### src/rtl/serial_pkg.sv
// Shared types and helpers for the length-prefixed serial packet transmitter.
package serial_pkg;

    // Transmitter FSM states
    typedef enum logic [2:0] {
        ST_IDLE  = 3'd0,
        ST_HDR   = 3'd1,
        ST_PAY   = 3'd2,
        ST_STALL = 3'd3,
        ST_CSUM  = 3'd4
    } tx_state_t;

    // Level driven on the serial line whenever no frame bit is being sent
    localparam logic SER_IDLE_LVL = 1'b1;

    // Widest word the checksum helper handles
    localparam int CSUM_MAX_W = 64;

    // XOR checksum step; the result is masked to 'width' bits so callers of any
    // word width up to CSUM_MAX_W can share one helper.
    function automatic logic [CSUM_MAX_W-1:0] csum_xor(
        input logic [CSUM_MAX_W-1:0] acc,
        input logic [CSUM_MAX_W-1:0] word,
        input int unsigned           width
    );
        logic [CSUM_MAX_W-1:0] mask;
        mask = (width >= CSUM_MAX_W) ? '1
                                     : ((CSUM_MAX_W'(1) << width) - CSUM_MAX_W'(1));
        return (acc ^ word) & mask;
    endfunction

endpackage

### src/rtl/serial_shift_out.sv
// Parallel-load shift register presenting one bit per clock, in either bit order.
// Vacated positions fill with the line idle level, so an exhausted register reads 1.
module serial_shift_out
    import serial_pkg::*;
#(
    parameter int WORD_W    = 8,
    parameter int MSB_FIRST = 0
) (
    input  logic              tClk,
    input  logic              Rst,
    input  logic              load,
    input  logic              shift,
    input  logic [WORD_W-1:0] Din,
    output logic              bit_out
);

    logic [WORD_W-1:0] sreg;

    // Load a new word or advance by one bit; load wins when both are requested
    always_ff @(posedge tClk or posedge Rst) begin
        if (Rst) begin
            sreg <= '1;
        end else if (load) begin
            sreg <= Din;
        end else if (shift) begin
            if (MSB_FIRST != 0) begin
                sreg <= {sreg[WORD_W-2:0], SER_IDLE_LVL};
            end else begin
                sreg <= {SER_IDLE_LVL, sreg[WORD_W-1:1]};
            end
        end
    end

    assign bit_out = (MSB_FIRST != 0) ? sreg[WORD_W-1] : sreg[0];

endmodule

### src/rtl/serial_packet_tx.sv
// Length-prefixed serial packet transmitter: header word L, then L payload words,
// then an optional XOR checksum word, one bit per clock. Stalls between words when
// the source runs dry, rejects over-long headers and pulses Done at frame end.
module serial_packet_tx
    import serial_pkg::*;
#(
    parameter int WORD_W    = 8,
    parameter int MAX_LEN   = 255,
    parameter int MSB_FIRST = 0,
    parameter int CSUM_EN   = 1
) (
    input  logic              tClk,
    input  logic              Rst,
    input  logic [WORD_W-1:0] Din,
    input  logic              Din_Valid,
    output logic              Din_Ready,
    output logic              Dout,
    output logic              Dout_Valid,
    output logic              Busy,
    output logic              Done,
    output logic              Len_Err
);

    localparam int BIT_W = $clog2(WORD_W);
    localparam int CNT_W = (MAX_LEN < 1) ? 1 : $clog2(MAX_LEN + 1);
    localparam logic [BIT_W-1:0] LAST_BIT = BIT_W'(WORD_W - 1);

    tx_state_t         state;
    tx_state_t         state_nxt;
    logic [BIT_W-1:0]  bit_cnt;
    logic [CNT_W-1:0]  remaining;
    logic [WORD_W-1:0] csum;

    logic              last_bit;
    logic              rem_nz;
    logic              len_ok;
    logic              sh_load;
    logic              sh_shift;
    logic              load_csum;
    logic              hdr_take;
    logic              pay_take;
    logic              frame_end;
    logic              len_reject;
    logic [WORD_W-1:0] sh_data;
    logic              bit_out;

    assign last_bit   = (bit_cnt == LAST_BIT);
    assign rem_nz     = (remaining != '0);
    assign len_ok     = (Din <= WORD_W'(MAX_LEN));
    assign sh_data    = load_csum ? csum : Din;
    assign Busy       = (state != ST_IDLE);
    assign Dout_Valid = (state == ST_HDR) || (state == ST_PAY) || (state == ST_CSUM);
    assign Dout       = Dout_Valid ? bit_out : SER_IDLE_LVL;

    // Next-state and handshake decode; Din_Ready depends on state only, never on Din_Valid
    always_comb begin
        state_nxt  = state;
        Din_Ready  = 1'b0;
        sh_load    = 1'b0;
        sh_shift   = 1'b0;
        load_csum  = 1'b0;
        hdr_take   = 1'b0;
        pay_take   = 1'b0;
        frame_end  = 1'b0;
        len_reject = 1'b0;
        case (state)
            ST_IDLE: begin
                Din_Ready = 1'b1;
                if (Din_Valid) begin
                    if (len_ok) begin
                        hdr_take  = 1'b1;
                        sh_load   = 1'b1;
                        state_nxt = ST_HDR;
                    end else begin
                        len_reject = 1'b1;
                    end
                end
            end
            ST_HDR, ST_PAY: begin
                Din_Ready = last_bit && rem_nz;
                sh_shift  = 1'b1;
                if (last_bit) begin
                    if (rem_nz) begin
                        if (Din_Valid) begin
                            pay_take  = 1'b1;
                            sh_load   = 1'b1;
                            state_nxt = ST_PAY;
                        end else begin
                            state_nxt = ST_STALL;
                        end
                    end else if (CSUM_EN != 0) begin
                        load_csum = 1'b1;
                        sh_load   = 1'b1;
                        state_nxt = ST_CSUM;
                    end else begin
                        frame_end = 1'b1;
                        state_nxt = ST_IDLE;
                    end
                end
            end
            ST_STALL: begin
                Din_Ready = 1'b1;
                if (Din_Valid) begin
                    pay_take  = 1'b1;
                    sh_load   = 1'b1;
                    state_nxt = ST_PAY;
                end
            end
            ST_CSUM: begin
                sh_shift = 1'b1;
                if (last_bit) begin
                    frame_end = 1'b1;
                    state_nxt = ST_IDLE;
                end
            end
            default: begin
                state_nxt = ST_IDLE;
            end
        endcase
    end

    // FSM state register
    always_ff @(posedge tClk or posedge Rst) begin
        if (Rst) begin
            state <= ST_IDLE;
        end else begin
            state <= state_nxt;
        end
    end

    // Bit/word counters, running checksum and the one-cycle status pulses
    always_ff @(posedge tClk or posedge Rst) begin
        if (Rst) begin
            bit_cnt   <= '0;
            remaining <= '0;
            csum      <= '0;
            Done      <= 1'b0;
            Len_Err   <= 1'b0;
        end else begin
            Done    <= frame_end;
            Len_Err <= len_reject;
            if (sh_load) begin
                bit_cnt <= '0;
            end else if (sh_shift) begin
                bit_cnt <= last_bit ? '0 : bit_cnt + BIT_W'(1);
            end
            if (hdr_take) begin
                csum      <= Din;
                remaining <= CNT_W'(Din);
            end else if (pay_take) begin
                csum      <= WORD_W'(csum_xor(CSUM_MAX_W'(csum), CSUM_MAX_W'(Din), WORD_W));
                remaining <= remaining - CNT_W'(1);
            end
        end
    end

    serial_shift_out #(
        .WORD_W    (WORD_W),
        .MSB_FIRST (MSB_FIRST)
    ) u_shift (
        .tClk    (tClk),
        .Rst     (Rst),
        .load    (sh_load),
        .shift   (sh_shift),
        .Din     (sh_data),
        .bit_out (bit_out)
    );

endmodule

### config.mk
export PLATFORM = sky130hd
export DESIGN_NAME = serial_packet_tx
export DESIGN_NICKNAME = d
export VERILOG_FILES = /design/src/rtl/serial_pkg.sv /design/src/rtl/serial_shift_out.sv /design/src/rtl/serial_packet_tx.sv
export SDC_FILE = /design/constraint.sdc
export NUM_CORES = 1
export LEC_CHECK = 0
export ABC_CLOCK_PERIOD_IN_PS = 2700
export CORE_MARGIN = 2
export CORE_UTILIZATION = 57
export DETAILED_ROUTE_END_ITERATION = 16
export PLACE_DENSITY = 0.87
export SLEW_MARGIN = 15
export SYNTH_ARGS = -nofsm -noshare
export SYNTH_HDL_FRONTEND = slang
export SYNTH_HIERARCHICAL = 1
export SYNTH_SLANG_ARGS = --single-unit
### constraint.sdc
create_clock -name tClk -period 2.7 [get_ports tClk]
set_clock_uncertainty 0.2 [all_clocks]
set_input_delay 0.54 -clock tClk [delete_from_list [all_inputs] [get_ports tClk]]
set_output_delay 0.54 -clock tClk [all_outputs]
set_load 0.02 [all_outputs]
==> results_dict.tcl, run 1 <==
set metrics [dict create \
    required_ns 2.77 \
    max_stage_delay_ns 0.53 \
    worstSetupPathType "register to register" \
    cts_tree "done" \
    htree_levels 2 \
    max-vdd-ir-drop_mv 0.511 \
    avgRoutedWirePerCell_microns 14.9 \
    rsz0062_at_grt "no" \
    ys_types 52 \
    drcViolationCount 0 \
    fin_util 0.690 \
    vias_per_cell 5.81 \
    pin_count 17 \
    critPathCaptureType "register" \
    layout.cells.most_common "dfrtp_1" \
    max-clock-path-buffers 2 \
    syn2layout_area_growth_pct 16.8 \
    crit_path_start_kind "register" \
    layout.nets 246 \
    synthTopCellsByArea "dfrtp_1 (29%), dfstp_2 (11%), mux2_4 (6.1%)" \
    synth_edf_count 0 \
    die_x_microns 62.8 \
    status "finished, final reports clean" \
    yosys_warnings 6 \
    mostFrequentLayoutCells "dfrtp_1 (23), nand2_1 (22), buf_4 (15), nor2_1 (14), clkdlybuf4s50_1 (11)" \
    synth_flop_cell "dfrtp_1" \
    gr-total-overflow 0 \
    synthArstFlopShare 1.00 \
    portBuffers 15 \
    synth_top_cell_by_area "dfrtp_1" \
    cts_buffers 5 \
    p_leak_nw 1.01 \
    insertion_delay_ns 0.34 \
    antenna_found_initial 0 \
    cp_cell_sequence "inv_1 -> ha_1 -> nor3b_2 -> buf_4 -> nand3_2 -> or3_1 -> mux2_4 -> nand2_1 -> o21ai_0" \
    crit_arrival_ns 2.60 \
    layout_setup_ws_ns 0.164 \
    drv_cap 0 \
    design_area_sq_mm 0.00230 \
    setup_viol 0 \
    dp_slack_ns 0.122 \
    hp-class "register to register" \
    grt_pass1_wl_microns 7270 \
    hpwl_microns 3060 \
    finalCritPeriodShare 0.939 \
    root_buffer "clkbuf_4" \
    ys_seq_elements 31 \
    placed_cell_area_sq_mm 0.00222 \
    timing.fmax_mhz 394 \
    start_util 0.591 \
    slew_viol_final 0 \
    die_h_microns 62.8 \
    ant_nets 0 \
    detail_route.first_pass.iterations 4 \
    fillerInstances 251 \
    clk_pin_slew_ns 0.10 \
    grt_util_all_layers 0.233 \
    cp_max_fo 8 \
    yosysTopAreaCellShare 0.292 \
    vias 1621 \
    totalWireLength_microns 4160 \
    grt_max_degree 24 \
    cellPowerDensity_mw_per_mm2 947 \
    fp-row-count 21 \
    core_area_sq_mm 0.00334 \
    cts.sinks 31 \
    fin_crit_ns 2.54 \
    grt_pass1_vias 1601 \
    hold_viol_final 0 \
    cts-hold-fix-buffers 0 \
    avgSynthCellArea_sq_um 9.43 \
    synth_nets 223 \
    die-area_sq_mm 0.00394 \
    gp_congestion 0.873 \
    synthCells 209 \
    antenna_cells 0 \
    drive_gt1_frac 0.215 \
    tns_ns 0 \
    drt_iter0_drc 86 \
    syn_area_sq_mm 0.00197 \
    slowest_stage "or3_1" \
    ys_seq_area_frac 0.399 \
]
[cells in the mapped netlist, drive strengths merged, types with 2 or more instances]
master   instances
a211o            2
a21oi            8
a2bb2oi          2
a31oi            5
buf              5
clkbuf           9
dfrtp           23
dfstp            8
ha               3
inv             10
mux2             9
mux2i            9
nand2           22
nand2b           2
nand3            2
nor2            14
nor2b            4
nor3             5
nor4             2
o211ai          10
o21ai           19
o2bb2ai          2
or3              4
xnor2            2
xor2             8
[metrics by stage]
step,power (mW),hold slack (ns),std cells
after detailed placement,1.83,0.317,271
final,2.18,0.343,279
after global placement,1.77,0.311,271
after CTS,2.19,0.340,279
after floorplan,1.55,0.293,209
after global routing,2.36,0.357,279
[worst max-delay path, delay by kind of cell (launching register included)]
family	cells	cell delay, ns
adders and majority gates	1	0.20
and+or+nand+nor	4	0.89
buffers and inverters	2	0.28
DFF	1	0.45
muxes	1	0.36
AOI/OAI and AO/OA	1	0.07
[power breakdown]
part           switching (mW)  internal, mW  total (mW)
logic                   0.498         0.418       0.916
registers               0.168         0.714       0.882
clock network           0.163         0.219       0.382
total                   0.830          1.35        2.18
[path summary, 6_finish.rpt]
path / start / to / slack [ns] / cells past startpoint
max: remaining[0] / u_shift/sreg[7] / 0.16 / 9
max in group asynchronous: Rst / bit_cnt[0] / 1.71 / 3
min: remaining[1] / remaining[1] / 0.34 / 1
min in group asynchronous: Rst / remaining[7] / 0.37 / 3
min reg2reg: remaining[1] / remaining[1] / 0.34 / 1
max reg2reg: remaining[0] / u_shift/sreg[7] / 0.16 / 9
[what timing repair did]
action / CTS / global route
hold endpoints to repair: 0 / 0
gates cloned: 0 / 0
gates resized for setup: 4 / 5
setup endpoints to repair: 3 / 3
buffers inserted: 0 / 0
[sequential cells by signal, indices dropped and copies added, names as in the netlist]
name	cells
remaining	8
csum	8
u_shift/sreg	8
state	3
Done	1
bit_cnt	3
[layout make-up]
| cell class | count | area, sq um | share of cell area |
|---|---|---|---|
| repair buffers | 30 | 254 | 0.110 |
| clock inverters | 2 | 35.0 | 0.0152 |
| flip-flops and latches | 31 | 786 | 0.341 |
| clock buffers | 6 | 51.3 | 0.0223 |
| inverters | 10 | 37.5 | 0.0163 |
| well taps | 46 | 57.6 | 0.0250 |
| multi-input cells | 154 | 1080 | 0.469 |
[cells by family after synthesis]
| group | Yosys count | share of synthesized area |
|---|---|---|
| mux | 18 | 0.112 |
| buf+inv | 24 | 0.0597 |
| simple gates | 65 | 0.175 |
| xor+xnor | 10 | 0.0444 |
| other cells | 1 | 0.00190 |
| compound gates | 57 | 0.189 |
| flops | 31 | 0.399 |
| fa+ha+maj | 3 | 0.0190 |
[layer usage]
layer	routed length, microns	vias up	GRT usage
met5	0	-	0
met4	88	0	0.106
met3	257	10	0.0685
met2	1990	51	0.379
met1	1820	768	0.287
li1	-	792	-
Note: power is estimated with default switching activity, not from simulation.
==> run 2: changes to the inputs <==
--- a/config.mk
+++ b/config.mk
@@ -9,7 +9,7 @@
 export CORE_MARGIN = 2
 export CORE_UTILIZATION = 57
 export DETAILED_ROUTE_END_ITERATION = 16
-export PLACE_DENSITY = 0.87
+export PLACE_DENSITY = 0.78
 export SLEW_MARGIN = 15
 export SYNTH_ARGS = -nofsm -noshare
 export SYNTH_HDL_FRONTEND = slang
==> run 2 against run 1 <==
Via count shrank 1.5%. Largest cell class unchanged. Critical endpoint is now Dout. Core utilization grew 0.52 points. Highest routed layer unchanged. Clock-buffer cell count is the same.
==> results_dict.tcl, run 2 (same netlist as run 1, synthesis figures left out) <==
set metrics [dict create \
    cellPowerDensity_mw_per_mm2 960 \
    top_layer_used "met4" \
    p_sw_frac 0.384 \
    hold_end "u_shift/sreg[7]" \
    p_comb_frac 0.431 \
    postCtsSetupBuffers 0 \
    crit_start "state[2]" \
    grt_pass1_vias 1606 \
    status "finished, final reports clean" \
    max-vdd-ir-drop_mv 0.466 \
    core_area_sq_mm 0.00334 \
    wl_met2_microns 2260 \
    pin_count 17 \
    vias_per_cell 5.70 \
    finalCritPeriodShare 0.960 \
    reg_top3 "csum x8, remaining x8, u_shift/sreg x8" \
    drv_cap 0 \
    required_ns 1.96 \
    gp_congestion 0.966 \
    hpwl_microns 3250 \
    rr_endpoint "u_shift/sreg[5]" \
    critPathCaptureType "output pin" \
    worstSetupPathType "register to output pin" \
    die_x_microns 62.8 \
    fp-row-count 21 \
    crit_path_start_kind "register" \
    mostFrequentLayoutCells "dfrtp_1 (23), nand2_1 (22), buf_4 (16), nor2_1 (14), clkdlybuf4s50_1 (11)" \
    worstHoldStart "u_shift/sreg[7]" \
    stdcell_count 280 \
    hold_viol_final 0 \
    rrSetupSlack_ns 0.16 \
    syn2layout_area_growth_pct 17.7 \
    cts_buffers 5 \
    slew_viol_final 0 \
    drive_gt1_frac 0.205 \
    avgRoutedWirePerCell_microns 15.5 \
    timing.fmax_mhz 386 \
    ant_nets 0 \
    r2r.worst_path.cells 9 \
    htree_levels 2 \
    totalWireLength_microns 4340 \
    hold_depth 2 \
    dp.cells 272 \
    setup_viol 0 \
    max-clock-path-buffers 2 \
    hp-class "register to register" \
    die-area_sq_mm 0.00394 \
    r2r_start "remaining[0]" \
    seqPwrFrac 0.395 \
    design_area_sq_mm 0.00232 \
    root_buffer "clkbuf_4" \
    drt_iter0_drc 88 \
    start_util 0.591 \
    cp_max_fo 6 \
    cts.sinks 31 \
    rsz0062_at_grt "no" \
    layout.cells.most_common "dfrtp_1" \
    antenna_found_initial 0 \
    internal_power_mw 1.37 \
    grt_pass1_wl_microns 7530 \
    placed_cell_area_sq_mm 0.00222 \
    die_h_microns 62.8 \
    tns_ns 0 \
    p_clk_frac 0.174 \
    p_leak_nw 1.02 \
    met3WireLength_microns 184 \
    insertion_delay_ns 0.33 \
    p_sw_uw 853 \
    antenna_cells 0 \
    grt_util_all_layers 0.242 \
    cts_tree "done" \
    fin_crit_ns 2.59 \
    gr-total-overflow 0 \
    grt_max_degree 24 \
    portBuffers 15 \
    layout.nets 247 \
    clk_pin_slew_ns 0.10 \
    wl_met1_microns 1870 \
    crit_arrival_ns 1.85 \
    vias 1596 \
    drcViolationCount 0 \
    detail_route.first_pass.iterations 4 \
]
[run 2: changes by cell type in the layout (fill, tap and decap cells not counted)]
| cell | delta |
|---|---|
| nor3b_2 | -1 |
| nor4b_2 | -1 |
| nor4b_1 | +1 |
| nor3b_4 | +1 |
| clkdlybuf4s15_1 | +2 |
| clkbuf_2 | -2 |
| buf_4 | +1 |
[run 2: layout make-up]
| cell class | instances | area, sq um |
|---|---|---|
| Multi-Input combinational cell | 154 | 1080 |
| Fill cell | 273 | 1020 |
| Inverter | 10 | 37.5 |
| Timing Repair Buffer | 31 | 272 |
| Tap cell | 46 | 57.6 |
| Clock inverter | 2 | 35.0 |
| Sequential cell | 31 | 786 |
| Clock buffer | 6 | 51.3 |
[run 2: metrics by stage]
step                      setup slack [ns]  total power, mW   util  hold slack [ns]
after floorplan                     0.0487             1.55      -            0.293
after global placement               0.209             1.77  0.666            0.310
after detailed placement             0.192             1.85  0.666            0.325
after CTS                           0.0231             2.22  0.691            0.340
after global routing                0.0185             2.40  0.695            0.384
final                                0.109             2.22  0.695            0.340
[run 2: repair_timing]
item                       CTS  global route
resized for setup            3             5
hold buffers                 0             0
setup endpoints to repair    3             4
[run 2: how the worst max path moves through the flow]
stage	endpoint	slack [ns]	depth (start not counted)
global route	Din_Ready	0.02	7
finish	Dout	0.11	4
floorplan	Din_Ready	0.05	7
CTS	Busy	0.02	3
global placement	Dout	0.21	4
detailed placement	Dout	0.19	4
[run 2: power groups by stage]
stage	sequential (mW)	clock, mW	combinational [mW]
global route	0.908	0.415	1.08
finish	0.878	0.387	0.959
detailed placement	0.885	0	0.962
floorplan	0.842	0	0.713
global placement	0.867	0	0.905
CTS	0.874	0.394	0.952
[run 2: per-layer routing]
layer,track usage,vias up
li1,-,790
met1,0.304,756
met2,0.417,46
met3,0.0541,4
met4,0.0667,0
met5,0,-
[run 2: worst max-delay path: stages, from the launching register on]
cell and delay [ns]:
dfrtp_1 0.41, or3b_1 0.38, o21a_2 0.17, or2_2 0.28, clkdlybuf4s15_1 0.28
